`config.mk`:
```
export PLATFORM = sky130hd
export DESIGN_NAME = ped_button_conditioner_flat
export DESIGN_NICKNAME = d
export VERILOG_FILES = /design/src/rtl/ped_button_conditioner_if.sv /design/src/rtl/ped_button_conditioner.sv /design/src/flat_wrapper.sv
export SDC_FILE = /design/constraint.sdc
export NUM_CORES = 1
export LEC_CHECK = 0
export ABC_CLOCK_PERIOD_IN_PS = 2600
export BUFFER_PORTS_ARGS = -buffer_cell sky130_fd_sc_hd__buf_2
export CAP_MARGIN = 20
export CORE_MARGIN = 2
export CORE_UTILIZATION = 33
export DETAILED_ROUTE_END_ITERATION = 7
export GPL_ROUTABILITY_DRIVEN = 0
export PLACE_DENSITY = 0.53
export SLEW_MARGIN = 20
export SYNTH_ARGS = -nofsm -noshare
export SYNTH_HDL_FRONTEND = slang
export SYNTH_SLANG_ARGS = --single-unit
```
`constraint.sdc`:
```
create_clock -name clk -period 2.6 [get_ports clk]
set_input_delay 0.52 -clock clk [delete_from_list [all_inputs] [get_ports clk]]
set_output_delay 0.52 -clock clk [all_outputs]
set_load 0.05 [all_outputs]
```
`src/rtl/ped_button_conditioner_if.sv`:
```
// ----------------------------------------------------------------------------
// ped_button_conditioner_if
// Bundles the pedestrian push-button conditioner's data signals.
//   button_raw  : raw push-button level, asynchronous to clk, may bounce
//   served      : one-cycle pulse from the light controller (phase granted)
//   ped_request : registered request level to the light controller
//   cooldown    : registered, high while request latching is suppressed
//   press_count : registered count of debounced presses, saturating at 255
// Modports:
//   master : the light controller / environment side (drives button, served)
//   slave  : the conditioner itself
// ----------------------------------------------------------------------------
interface ped_button_conditioner_if;
    logic       button_raw;
    logic       served;
    logic       ped_request;
    logic       cooldown;
    logic [7:0] press_count;

    modport master (
        output button_raw,
        output served,
        input  ped_request,
        input  cooldown,
        input  press_count
    );

    modport slave (
        input  button_raw,
        input  served,
        output ped_request,
        output cooldown,
        output press_count
    );
endinterface

```
`src/rtl/ped_button_conditioner.sv`:
```
// ----------------------------------------------------------------------------
// ped_button_conditioner
// Synchronizes and debounces a pedestrian push-button, latches one pending
// request towards the light controller, and suppresses new requests for a
// fixed cooldown period after each served request.
// Ports:
//   clk     : system clock, all state updates on the rising edge
//   reset_n : asynchronous active-low reset
//   bus     : ped_button_conditioner_if.slave (button_raw, served in;
//             ped_request, cooldown, press_count out, all registered)
// Parameters:
//   DEBOUNCE_CYCLES : stable synchronized samples to change level (1..15)
//   COOLDOWN_CYCLES : cycles of request suppression after service (1..255)
// ----------------------------------------------------------------------------
module ped_button_conditioner #(
    parameter int unsigned DEBOUNCE_CYCLES = 4,
    parameter int unsigned COOLDOWN_CYCLES = 8
) (
    input  logic                          clk,
    input  logic                          reset_n,
    ped_button_conditioner_if.slave       bus
);

    typedef enum logic [1:0] {
        ST_IDLE     = 2'd0,
        ST_ARMED    = 2'd1,
        ST_COOLDOWN = 2'd2
    } state_t;

    localparam logic [3:0] DEB_LAST  = 4'(DEBOUNCE_CYCLES - 1);
    localparam logic [7:0] COOL_LAST = 8'(COOLDOWN_CYCLES - 1);

    logic       sync1_q;
    logic       btn_sync_q;
    logic       deb_q;
    logic       deb_d;
    logic [3:0] dcnt_q;
    logic [3:0] dcnt_d;
    logic       press_s;

    state_t     state_q;
    logic [7:0] ctimer_q;
    logic       ped_request_q;
    logic       cooldown_q;
    logic [7:0] press_count_q;

    // Debounce next-state: count consecutive disagreeing samples, flip on the last one.
    always_comb begin
        deb_d   = deb_q;
        dcnt_d  = 4'd0;
        press_s = 1'b0;
        if (btn_sync_q != deb_q) begin
            if (dcnt_q == DEB_LAST) begin
                deb_d   = btn_sync_q;
                dcnt_d  = 4'd0;
                // Only the rising debounced edge is a press; releases are silent.
                press_s = btn_sync_q;
            end else begin
                dcnt_d  = dcnt_q + 4'd1;
            end
        end else begin
            dcnt_d = 4'd0;
        end
    end

    // Two-flop synchronizer plus debounced level and its counter.
    always_ff @(posedge clk or negedge reset_n) begin
        if (!reset_n) begin
            sync1_q    <= 1'b0;
            btn_sync_q <= 1'b0;
            deb_q      <= 1'b0;
            dcnt_q     <= 4'd0;
        end else begin
            sync1_q    <= bus.button_raw;
            btn_sync_q <= sync1_q;
            deb_q      <= deb_d;
            dcnt_q     <= dcnt_d;
        end
    end

    // Request FSM with registered outputs and saturating press counter.
    always_ff @(posedge clk or negedge reset_n) begin
        if (!reset_n) begin
            state_q       <= ST_IDLE;
            ctimer_q      <= 8'd0;
            ped_request_q <= 1'b0;
            cooldown_q    <= 1'b0;
            press_count_q <= 8'd0;
        end else begin
            if (press_s && (press_count_q != 8'd255)) begin
                press_count_q <= press_count_q + 8'd1;
            end

            case (state_q)
                ST_IDLE: begin
                    if (press_s) begin
                        state_q       <= ST_ARMED;
                        ped_request_q <= 1'b1;
                    end
                end
                ST_ARMED: begin
                    // Presses while armed merge into the pending request;
                    // served takes priority over a coincident press.
                    if (bus.served) begin
                        state_q       <= ST_COOLDOWN;
                        ped_request_q <= 1'b0;
                        cooldown_q    <= 1'b1;
                        ctimer_q      <= 8'd0;
                    end
                end
                ST_COOLDOWN: begin
                    // Presses here (including the expiry edge) are never latched.
                    if (ctimer_q == COOL_LAST) begin
                        state_q    <= ST_IDLE;
                        cooldown_q <= 1'b0;
                        ctimer_q   <= 8'd0;
                    end else begin
                        ctimer_q   <= ctimer_q + 8'd1;
                    end
                end
                default: begin
                    state_q       <= ST_IDLE;
                    ped_request_q <= 1'b0;
                    cooldown_q    <= 1'b0;
                    ctimer_q      <= 8'd0;
                end
            endcase
        end
    end

    assign bus.ped_request = ped_request_q;
    assign bus.cooldown    = cooldown_q;
    assign bus.press_count = press_count_q;

endmodule

```
`src/flat_wrapper.sv`:
```
// flat-port wrapper written by rule: the top's interface ports become plain ports
module ped_button_conditioner_flat 
#(
    parameter int unsigned DEBOUNCE_CYCLES = 4,
    parameter int unsigned COOLDOWN_CYCLES = 8
)
  (clk, reset_n, bus_button_raw, bus_served, bus_ped_request, bus_cooldown, bus_press_count);
  ped_button_conditioner_if bus_i ();
  input  logic clk;
  input  logic reset_n;
  input wire logic [$bits(bus_i.button_raw)-1:0] bus_button_raw;
  input wire logic [$bits(bus_i.served)-1:0] bus_served;
  output wire logic [$bits(bus_i.ped_request)-1:0] bus_ped_request;
  output wire logic [$bits(bus_i.cooldown)-1:0] bus_cooldown;
  output wire logic [$bits(bus_i.press_count)-1:0] bus_press_count;
  assign bus_i.button_raw = bus_button_raw;
  assign bus_i.served = bus_served;
  assign bus_ped_request = bus_i.ped_request;
  assign bus_cooldown = bus_i.cooldown;
  assign bus_press_count = bus_i.press_count;
  ped_button_conditioner #(.DEBOUNCE_CYCLES(DEBOUNCE_CYCLES), .COOLDOWN_CYCLES(COOLDOWN_CYCLES)) u_core (.clk(clk), .reset_n(reset_n), .bus(bus_i));
endmodule
```
# == After elaboration in Yosys (flattened, before gate mapping) ==
# Index checks and enable logic that the tools add are counted.
# W data, S select, Z words.
# op_classes
n_bitwise,2
div_mod_pow,0
n_eq_ne,9
n_mux,17
add_sub_neg,3
multipliers,0
n_reduce_logical,7
magnitude_cmp,0
shift,0
# op_table
operator,count
$pmux W8 S3,1
$add A8 B1 Y8 const B,2
$mux W8,2
$reduce_and A3 Y1,3
$eq A8 B3 Y1 const B,1
$mux W4,2
$ne A8 B8 Y1 const B,1
$mux W1,6
$mux W2,3
$pmux W1 S3,2
$pmux W2 S3,1
$add A4 B1 Y4 const B,1
$eq A4 B2 Y1 const B,1
$ne A2 B1 Y1 const B,2
$reduce_and A2 Y1,2
$eq A2 B1 Y1 const B,1
$eq A2 B2 Y1 const B,1
$logic_not A2 Y1,1
$ne A2 B2 Y1 const B,1
$not A1 Y1,2
$logic_and A1 B1 Y1,1
$ne A1 B1 Y1,1
# totals
mem_count,0
out_inout_bits,10
rom_bits,0
ramBits,0
latch_bits,0
regBits,27
word_cells,47

# == Logic depth before layout (Yosys ltp) ==
# depth
ltp_word,5
depth_mapped,5
mapped_depth_nobuf,5

# == Worst setup path before layout ==
# OpenSTA, ideal clock, no wires.
# synth_path
path_type,reg-to-reg
from,reg u_core.press_count_q[3] (netlist: u_core.bus.press_count[3])
to,reg u_core.press_count_q[1] (netlist: u_core.bus.press_count[1])
setup_ps,128
period_less_slack_ps,1792
path_buffers,0
required_time_ps,2472
setup_slack_ps,808
arrival_ps,1664
stages_incl_launch_ff,5
path_cell_list,dfrtp_1 > and4_1 > and3_1 > a21o_1 > mux2_1
# synth_between
elab_chain_len,2
# synth_lines
item,line_no,rtl
from (decl),ped_button_conditioner.sv:45,logic [7:0] press_count_q;
from (signal assigned),ped_button_conditioner.sv:91,press_count_q <= press_count_q + 8'd1;
$ne A8 B8 Y1,ped_button_conditioner.sv:90,if (press_s && (press_count_q != 8'd255)) begin
$logic_and A1 B1 Y1,ped_button_conditioner.sv:90,
# Every way passes these cells.
# A chain may end at the register's enable or synchronous reset.

# == Final worst setup path ==
# layout_path
from,reg u_core.dcnt_q[0]
to,reg u_core.press_count_q[6] (netlist: u_core.bus.press_count[6])
# layout_between
elab_chain_len,4
# layout_lines
item,line_no,rtl
from (decl),ped_button_conditioner.sv:37,logic [3:0] dcnt_q;
from (signal assigned),ped_button_conditioner.sv:77,dcnt_q <= dcnt_d;
$eq A4 B2 Y1,ped_button_conditioner.sv:53,if (dcnt_q == DEB_LAST) begin
$mux W1,ped_button_conditioner.sv:53,
$mux W1,ped_button_conditioner.sv:52,if (btn_sync_q != deb_q) begin
$logic_and A1 B1 Y1,ped_button_conditioner.sv:90,
# Every way passes these cells.

==> results.md <==
* Row Count at 22
* Routed vias at 929
* Status: completed
* Synth Area per Inst at 11.15 µm²
* Max rail drop VDD at 0.0002916 V
* Final period util at 72.89%
* Ports at 14
* Synth Register Bits at 27
* Starting Density at 34.81%
* GR Util met2 at 21.38%
* Final WL at 2311 µm
* Tot GR Track Use at 12.42%
* Post-CTS Hold Buffers at 0
* CP Max Fanout at 7
* Post-synthesis cell area at 0.001294 mm²
* Critical Path RT at 2.77 ns
* Via/cell ratio at 5.161
* Global-route wire length before repair at 4195 µm
* Met3 GRT Util at 3.547%
* IO Port Bufs at 13
* Root Driver: clkbuf_8
* CTS buffer count at 3
* H-tree depth at 1
* Register area share after synthesis at 52.22%
* Worst hold slack at 0.2413 ns
* GRT Max-Usage Layer: met2
* Worst Skew at 0.005523 ns
* Max Slew Vio Count at 0
* TNS Setup at 0 ns
* RSZ-0062 raised after global routing: false
* Antenna Nets Post-Route at 0
* Drt initial violations at 60
* Syn_nets at 123
* Largest net degree at the start of global routing at 28
* Worst min path class: in -> async
* Reg2Reg Launch Point: u_core.dcnt_q[0]$_DFF_PN0_
* Arrival time worst endpoint at 2.06 ns
* Yosys warns at 0
* Synth cell types at 38
* Crit path time final at 1.895 ns
* Worst-Skew Late Latency at 0.27 ns
* CP Class: reg -> reg
* Grt met1 use at 15.23%
* Post-DP Area at 0.001411 mm²
* CTS tree: done
* Antenna Cells at 0
* Total power at 1.237 mW
* Final HPWL DP at 1674 µm
* Final nets at 140
* Fin. Hold Viols at 0
* Endpoint class of the critical path: flop
* Relative slew slack at 59.43%
* Fin area at 0.001460 mm²
* Post-CTS Setup Bufs at 0
* Grt ovf at 0
* Worst Tran Pin Value at 0.6085 ns
* CP startpoint kind: flop
* PostCTS Resize Cnt at 0
* Chip height at 66.62 µm
* Core footprint at 0.003716 mm²
* Crit path launch: u_core.dcnt_q[0]$_DFF_PN0_
* Clock sink count at 27
* Power per cell area at 847.4 mW/mm²
* Share of layout cells above drive strength 1 at 19.70%
* Vias in the first global route at 927
* Leakage Power at 0.6860 nW
* Die area at 0.004438 mm²
* Cells after synthesis at 116
* Initial antenna violation count at 0
* Area Growth Syn to Fin at 12.86%
* DRT Pass-1 Iters at 4
* Final setup viols at 0
* Residual DRC at 0
* Die width at 66.62 µm
* Routed WL per cell at 12.84 µm
* Timing-limited maximum frequency at 527.7 MHz
* Max capacitance violation total at 0
* Final Util at 39.29%
* Maximum clock path buffer count at 2
* Worst-path clk slew at 0.10 ns
## cells in the mapped netlist
master | instances | area [µm²]
dfrtp_1 | 27 | 675.7
nand2_1 | 9 | 33.78
a21oi_1 | 8 | 40.04
nand3_1 | 6 | 30.03
nor2_1 | 5 | 18.77
o21ai_0 | 5 | 25.02
a41oi_1 | 4 | 35.03
and3_1 | 4 | 25.02
a21o_1 | 3 | 22.52
and4_1 | 3 | 26.28
ha_1 | 3 | 37.54
inv_1 | 3 | 11.26
mux2_2 | 3 | 33.78
nor3b_1 | 3 | 22.52
o21ai_1 | 3 | 15.01
nand2b_1 | 2 | 12.51
nor2b_1 | 2 | 12.51
xnor2_1 | 2 | 17.52
xor2_1 | 2 | 17.52
a22o_1 | 1 | 8.760
a31oi_1 | 1 | 6.260
and2b_1 | 1 | 7.510
and3_2 | 1 | 7.510
buf_4 | 1 | 7.510
mux2_1 | 1 | 11.26
mux2i_1 | 1 | 10.01
nand3b_1 | 1 | 7.510
nor3_1 | 1 | 5.000
nor3b_2 | 1 | 12.51
o21ba_2 | 1 | 10.01
o22a_1 | 1 | 8.760
o22ai_1 | 1 | 6.260
o2bb2ai_1 | 1 | 8.760
o31a_4 | 1 | 17.52
o31ai_4 | 1 | 21.27
or2b_1 | 1 | 7.510
or3_1 | 1 | 6.260
or4_4 | 1 | 11.26
## critical path, stage by stage, from the launching register on
cell     delay [ns]
dfrtp_1        0.39
ha_1           0.19
nor3b_2        0.38
and4_1         0.30
and4_1         0.22
mux2_2         0.33
## through the flow
| stage | cells | setup slack (ns) |
|---|---|---|
| 5_1_grt | 180 | 0.5217 |
| 2_1_floorplan | 116 | 0.8085 |
| 4_1_cts | 180 | 0.6796 |
| 3_3_place_gp | 176 | 0.7824 |
| 3_5_place_dp | 176 | 0.6715 |
| 6_report | 180 | 0.7049 |
## sequential cells by signal, indices dropped and copies added (netlist names)
| signal | flops |
|---|---|
| u_core.btn_sync_q | 1 |
| u_core.dcnt_q | 4 |
| u_core.deb_q | 1 |
| u_core.ctimer_q | 8 |
| u_core.bus.press_count | 8 |
| u_core.sync1_q | 1 |
| u_core.bus.ped_request | 1 |
| u_core.state_q | 2 |
| u_core.bus.cooldown | 1 |
## placed cells by master, fill, tap and decap left out, types with 2 or more instances in the layout
| cell | n |
|---|---|
| and4_1 | 3 |
| ha_1 | 3 |
| nor2b_1 | 2 |
| a21o_1 | 3 |
| buf_2 | 13 |
| nand2_1 | 9 |
| o21ai_0 | 5 |
| a21oi_1 | 8 |
| xnor2_1 | 2 |
| nor3b_1 | 3 |
| a41oi_1 | 4 |
| xor2_1 | 2 |
| nor2_1 | 5 |
| clkbuf_8 | 3 |
| inv_1 | 3 |
| and3_1 | 4 |
| nand2b_1 | 2 |
| nand3_1 | 6 |
| dfrtp_1 | 27 |
| o21ai_1 | 3 |
| mux2_2 | 3 |
## area by class of cell
class | instances | area (µm²)
multi-input cells | 85 | 599.3
inverters | 3 | 11.26
clock inverters | 1 | 7.507
well taps | 48 | 60.06
clock buffers | 3 | 41.29
repair buffers | 13 | 65.06
flip-flops and latches | 27 | 675.6
fillers | 386 | 2256
## where the power goes
part,internal [mW],switching [mW],total [mW]
Sequential,0.504,0.0803,0.585
Clock,0.109,0.133,0.241
Combinational,0.150,0.262,0.411
Total,0.763,0.475,1.24
## worst paths after layout
kind	slack (ns)	cells past startpoint	to
min	0.24	1	u_core.bus.press_count[0]$_DFFE_PN0P_
max in group asynchronous	1.95	1	u_core.ctimer_q[3]$_DFFE_PN0P_
max	0.70	5	u_core.bus.press_count[6]$_DFFE_PN0P_
min reg2reg	0.35	0	u_core.btn_sync_q$_DFF_PN0_
max reg2reg	0.70	5	u_core.bus.press_count[6]$_DFFE_PN0P_
min in group clk	0.35	0	u_core.btn_sync_q$_DFF_PN0_
## cells by family after synthesis
family / Yosys count / synth area share, %
xor+xnor: 4 / 2.708
simple gates: 42 / 19.05
flops: 27 / 52.22
mux: 5 / 4.255
fa+ha+maj: 3 / 2.902
compound gates: 31 / 17.41
buf+inv: 4 / 1.451
## per-layer routing
| layer | part of all wire [%] | routed length (µm) | vias up |
|---|---|---|---|
| met2 | 49 | 1137 | 17 |
| met3 | 4.3 | 100 | 2 |
| met5 | 0 | 0 | - |
| met4 | 0.82 | 19 | 0 |
| met1 | 46 | 1054 | 450 |
| li1 | - | - | 460 |
Power figures use the tool's default switching activity.
